===== config.mk =====
export PLATFORM = sky130hd
export DESIGN_NAME = jtframe_db15_resp_flat
export DESIGN_NICKNAME = d
export VERILOG_FILES = /design/src/rtl/jtframe_db15_resp_if.sv /design/src/rtl/jtframe_db15_resp.sv /design/src/flat_wrapper.sv
export SDC_FILE = /design/constraint.sdc
export NUM_CORES = 1
export LEC_CHECK = 0
export ABC_CLOCK_PERIOD_IN_PS = 4000
export BUFFER_PORTS_ARGS = -buffer_cell sky130_fd_sc_hd__buf_2
export CAP_MARGIN = 20
export CORE_MARGIN = 3
export CORE_UTILIZATION = 30
export DETAILED_ROUTE_END_ITERATION = 8
export PLACE_DENSITY_LB_ADDON = 0.3
export SLEW_MARGIN = 20
export SYNTH_ARGS = -nofsm -noshare
export SYNTH_HDL_FRONTEND = slang
export SYNTH_SLANG_ARGS = --single-unit
export TNS_END_PERCENT = 5

===== constraint.sdc =====
create_clock -name clk -period 4 [get_ports clk]
set_clock_uncertainty 0.15 [all_clocks]
set_input_delay 0.2 -clock clk [delete_from_list [all_inputs] [get_ports clk]]
set_output_delay 0.2 -clock clk [all_outputs]
set_load 0.005 [all_outputs]

===== src/rtl/jtframe_db15_resp_if.sv =====
// rtl/jtframe_db15_resp_if.sv - DB15 SNAC serial link: host load/clock out, button data back
interface jtframe_db15_resp_if;
  logic joy_clk;
  logic joy_load;
  logic joy_data;

  modport master (output joy_clk, output joy_load, input joy_data);
  modport slave  (input joy_clk, input joy_load, output joy_data);
endinterface


===== src/rtl/jtframe_db15_resp.sv =====
// rtl/jtframe_db15_resp.sv - DB15 adapter responder emulating cascaded 74HC165 shift registers
module jtframe_db15_resp #(
  parameter int          SYNC  = 2,
  parameter int          NBITS = 24,
  parameter logic [19:0] TOUT  = 20'hFFFFF
) (
  input  logic                      clk,
  input  logic                      rst_n,
  jtframe_db15_resp_if.slave        link,
  input  logic [11:0]               joy1_i,
  input  logic [11:0]               joy2_i,
  output logic                      frame_done_o,
  output logic                      active_o,
  output logic [4:0]                bit_cnt_o
);

  localparam logic [4:0] LAST = 5'(NBITS - 1);
  localparam logic [4:0] FULL = 5'(NBITS);

  typedef enum logic [1:0] {IDLE, LOAD, SHIFT, DONE} state_t;

  state_t             state_q, state_d;
  logic [SYNC-1:0]    clk_sync_q, load_sync_q;
  logic               clk_prev_q, load_prev_q;
  logic [NBITS-1:0]   shreg_q, shreg_d;
  logic [4:0]         bit_cnt_q, bit_cnt_d;
  logic [19:0]        tout_cnt_q, tout_cnt_d;
  logic               frame_done_q, frame_done_d;
  logic               active_q, active_d;
  logic               joy_data_q, joy_data_d;

  logic clk_s, load_s, clk_rise, load_fall;

  assign clk_s     = clk_sync_q[SYNC-1];
  assign load_s    = load_sync_q[SYNC-1];
  assign clk_rise  = clk_s & ~clk_prev_q;
  assign load_fall = ~load_s & load_prev_q;

  // Load fall has priority over everything, so a clock edge in the same cycle is dropped.
  always_comb begin
    state_d      = state_q;
    shreg_d      = shreg_q;
    bit_cnt_d    = bit_cnt_q;
    frame_done_d = 1'b0;
    active_d     = active_q;
    tout_cnt_d   = (tout_cnt_q == TOUT) ? tout_cnt_q : tout_cnt_q + 20'd1;

    if (load_fall) begin
      state_d    = LOAD;
      shreg_d    = ~{joy2_i, joy1_i};
      bit_cnt_d  = 5'd0;
      active_d   = 1'b1;
      tout_cnt_d = 20'd0;
    end else if (tout_cnt_q != TOUT && tout_cnt_d == TOUT) begin
      active_d = 1'b0;
      state_d  = IDLE;
    end else begin
      case (state_q)
        LOAD: begin
          if (!load_s) shreg_d = ~{joy2_i, joy1_i};
          else         state_d = SHIFT;
        end
        SHIFT: begin
          if (clk_rise) begin
            shreg_d = {1'b1, shreg_q[NBITS-1:1]};
            if (bit_cnt_q == LAST) begin
              bit_cnt_d    = FULL;
              frame_done_d = 1'b1;
              state_d      = DONE;
            end else begin
              bit_cnt_d = bit_cnt_q + 5'd1;
            end
          end
        end
        DONE: begin
          if (clk_rise) shreg_d = {1'b1, shreg_q[NBITS-1:1]};
        end
        default: ;
      endcase
    end

    // Derived from next state so the line changes on the same edge as the shift register.
    joy_data_d = (state_d == LOAD || state_d == SHIFT) ? shreg_d[0] : 1'b1;
  end

  always_ff @(posedge clk or negedge rst_n) begin
    if (!rst_n) begin
      state_q      <= IDLE;
      clk_sync_q   <= '0;
      load_sync_q  <= '1;
      clk_prev_q   <= 1'b0;
      load_prev_q  <= 1'b1;
      shreg_q      <= '1;
      bit_cnt_q    <= 5'd0;
      tout_cnt_q   <= 20'd0;
      frame_done_q <= 1'b0;
      active_q     <= 1'b0;
      joy_data_q   <= 1'b1;
    end else begin
      state_q      <= state_d;
      clk_sync_q   <= {clk_sync_q[SYNC-2:0], link.joy_clk};
      load_sync_q  <= {load_sync_q[SYNC-2:0], link.joy_load};
      clk_prev_q   <= clk_s;
      load_prev_q  <= load_s;
      shreg_q      <= shreg_d;
      bit_cnt_q    <= bit_cnt_d;
      tout_cnt_q   <= tout_cnt_d;
      frame_done_q <= frame_done_d;
      active_q     <= active_d;
      joy_data_q   <= joy_data_d;
    end
  end

  assign link.joy_data = joy_data_q;
  assign frame_done_o  = frame_done_q;
  assign active_o      = active_q;
  assign bit_cnt_o     = bit_cnt_q;

endmodule


===== src/flat_wrapper.sv =====
// flat-port wrapper written by rule: the top's interface ports become plain ports
module jtframe_db15_resp_flat 
#(
  parameter int          SYNC  = 2,
  parameter int          NBITS = 24,
  parameter logic [19:0] TOUT  = 20'hFFFFF
)
  (clk, rst_n, joy1_i, joy2_i, frame_done_o, active_o, bit_cnt_o, link_joy_clk, link_joy_load, link_joy_data);
  jtframe_db15_resp_if link_i ();
  input  logic clk;
  input  logic rst_n;
  input  logic [11:0] joy1_i;
  input  logic [11:0] joy2_i;
  output logic frame_done_o;
  output logic active_o;
  output logic [4:0] bit_cnt_o;
  input wire logic [$bits(link_i.joy_clk)-1:0] link_joy_clk;
  input wire logic [$bits(link_i.joy_load)-1:0] link_joy_load;
  output wire logic [$bits(link_i.joy_data)-1:0] link_joy_data;
  assign link_i.joy_clk = link_joy_clk;
  assign link_i.joy_load = link_joy_load;
  assign link_joy_data = link_i.joy_data;
  jtframe_db15_resp #(.SYNC(SYNC), .NBITS(NBITS), .TOUT(TOUT)) u_core (.clk(clk), .rst_n(rst_n), .link(link_i), .joy1_i(joy1_i), .joy2_i(joy2_i), .frame_done_o(frame_done_o), .active_o(active_o), .bit_cnt_o(bit_cnt_o));
endmodule

==> results.cfg <==
[power]
power_mw = 2.26
p_sw_frac = 0.323
irDropWorstVdd_mv = 0.240
clkPwrFrac = 0.332
p_per_area_nw_per_um2 = 547
p_int_mw = 1.53
p_seq_frac = 0.405
netSwitchingPower_mw = 0.732
p_comb_frac = 0.263
power.leakage_nw = 1.69

[yosys]
synth_ff_type = dfrtp_1
async_reset_ff_frac = 1.00
syn-cell-area_um2 = 3380
synth_top_area_frac = 0.237
syn_inst = 363
syn-num-nets = 398
yosys_warnings = 0
synth_edf_count = 0
ys_seq_elements = 60
syn_area_per_cell_um2 = 9.32
yosysSeqAreaShare = 0.454
synth_top_area_cell = dfrtp_1
synth.distinct_cells = 51
yosys-top-cells-area = dfrtp_1, dfstp_2, o211ai_1, a21oi_1, nor2_1

[drt]
drtIter0Drc = 250
wirelength_mm = 8.48
drtPass1Iterations = 5
via_per_inst = 5.30
antenna_left = 0
routedWlPerCell_um = 15.3
drc = 0
vias = 2934

[setup_path]
critPathLaunchType = flip-flop
required_ns = 4.10
cp_num_buf_inv = 1
critical_path.max_fanout = 36
r2r_cells = 9
worstSetupPathDepth = 9
cp.arrival_ns = 3.52
cpMaxStageDelayCell = or4_1
crit_path_frequent_cell = or4_1
end_kind = flip-flop
cp_cell_sequence = ha_1, nand3_1, or4_1, nor3_1, mux2i_1, a211oi_4, buf_4, or4_1, o211ai_1
max_stage_delay_ns = 0.58
critical_path_class = reg2reg
cpLargestDelayFamily = simple AND/OR/NAND/NOR gates

[sta]
setup_viol = 0
slew_viol_final = 0
relSlewSlack = 0.412
finalCriticalPeriod_ns = 3.42
finalHoldViolations = 0
tightest_slew_ns = 0.881
rsz0062_at_grt = no
max_freq_mhz = 292
hold_slack_ns = 0.0271
fin_crit_sh = 0.856
fin_setup_tns_ns = 0

[clock_network]
cts_buffers = 9
clk_latency_ns = 0.33
postCtsSetupBuffers = 0
cts-root-buf = clkbuf_16
htreeDepth = 3
clk_pin_slew_ns = 0.06
tritoncts = built
cts_resized = 0
clockBufferDepth = 2
cts.sinks = 60

[floorplan]
initial_core_util = 0.309
std_cell_rows = 38
die-area_um2 = 12600
pin_count = 36
die_w_um = 112
core-area_um2 = 10900
dieHeight_um = 112

[hold_path]
hold_depth = 3
hold_class = in2reg

[grt]
grt_overflow = 0
track_usage = 0.138
antenna_found_initial = 0
grt_start_max_net_pins = 47
grt_pass1_vias = 2797
grt_pass1_wl_mm = 14.2

[placed_design]
dp_hpwl_mm = 5.55
gp_congestion = 0.826
port_buffers = 35
dp_cells = 520
place_area_um2 = 3670

[finish]
n_antenna_cell = 0
area_growth_pct = 22.3
final_net_count = 444
fin_cells = 554
nFillCells = 1105
drive_gt1_frac = 0.225
fin_area_um2 = 4140

[outcome]
outcome = complete, no violations

[job]
cap_violations = 0
[metrics by stage]
stage | setup slack [ns] | util
final | 0.576 | 0.378
after global routing | 0.399 | 0.378
after CTS | 0.586 | 0.378
after detailed placement | 0.629 | 0.336
after global placement | 0.690 | 0.336
after floorplan | 0.958 | -
[per-layer routing]
metal  GRT usage  up-vias  share of wire
li1            -     1432              -
met1       0.193     1404           0.49
met2       0.208       85           0.45
met3      0.0329       13          0.049
met4      0.0545        0          0.019
met5           0        -              0
[worst paths after layout]
check / startpoint / to / slack, ns
setup / recovery: u_core.tout_cnt_q[0] / u_core.shreg_q[12] / 0.58
hold / removal: joy2_i[11] / u_core.shreg_q[23] / 0.03
setup reg to reg: u_core.tout_cnt_q[0] / u_core.shreg_q[12] / 0.58
hold reg to reg: u_core.clk_sync_q[0] / u_core.clk_sync_q[1] / 0.20
max in group asynchronous: rst_n / u_core.shreg_q[16] / 2.42
min in group asynchronous: rst_n / u_core.state_q[0] / 0.39
[registers in the layout (all words and copies together) (netlist names), 2 cells and up]
name                flops
u_core.shreg_q         24
u_core.tout_cnt_q      20
u_core.bit_cnt_o        5
u_core.clk_sync_q       2
u_core.load_sync_q      2
u_core.state_q          2
[tightest hold or removal path, cell delays in order]
cell and delay (ns):
buf_2 0.10, inv_1 0.06, a211o_1 0.11
[Yosys cell counts (all sizes together) (10+ instances only)]
master	number
nor2	40
nand3	15
inv	11
a21oi	36
o211ai	28
nand2	30
dfstp	28
o21ai	10
dfrtp	32
clkbuf	16
or4	20
[cells in the final DEF (no fill, tap or decap), drive strengths merged, types with 5 or more instances in the layout]
cell type,n
clkbuf,11
dlygate4sd3,18
dfrtp,32
or4,20
o21ai,10
o211ai,28
nand3,15
ha,7
a21oi,36
xnor2,5
a31oi,5
buf,41
and3,6
inv,11
nand2,30
nand4,6
nor3,5
nand2b,5
nor2b,6
dfstp,28
nor2,40
xor2,5
a221o,8
[area by class of cell]
type / instances / area (um2) / share of cell area
multi-input combinational: 268 / 1700 / 0.410
clock buffer: 11 / 233 / 0.0563
timing repair buffer: 59 / 400 / 0.0968
tap: 140 / 175 / 0.0423
clock inverter: 5 / 52.6 / 0.0127
inverter: 11 / 41.3 / 0.00998
sequential: 60 / 1540 / 0.371
[power groups by stage]
stage               combinational [mW]  sequential (mW)  clock [mW]
floorplan                        0.440            0.886           0
global placement                 0.570            0.921           0
detailed placement               0.581            0.921           0
CTS                              0.600            0.914       0.768
global route                     0.672            0.934       0.796
finish                           0.595            0.916       0.753
[logic make-up (layout without fill, tap and decap cells)]
group | count (synthesis) | count (layout) | synth area share
AND/OR/NAND/NOR | 144 | 144 | 0.229
flip-flops | 60 | 60 | 0.454
AO/OA/AOI/OAI | 103 | 103 | 0.208
multiplexers | 4 | 4 | 0.0118
adder cells (fa/ha/maj) | 7 | 7 | 0.0259
XOR/XNOR | 10 | 10 | 0.0259
buffers and inverters | 35 | 86 | 0.0455
[timing repair]
action,CTS,global route
hold endpoints to repair,32,0
hold buffers,18,0
endpoints found under the setup margin,0,0
(Power assumes the default switching activity.)
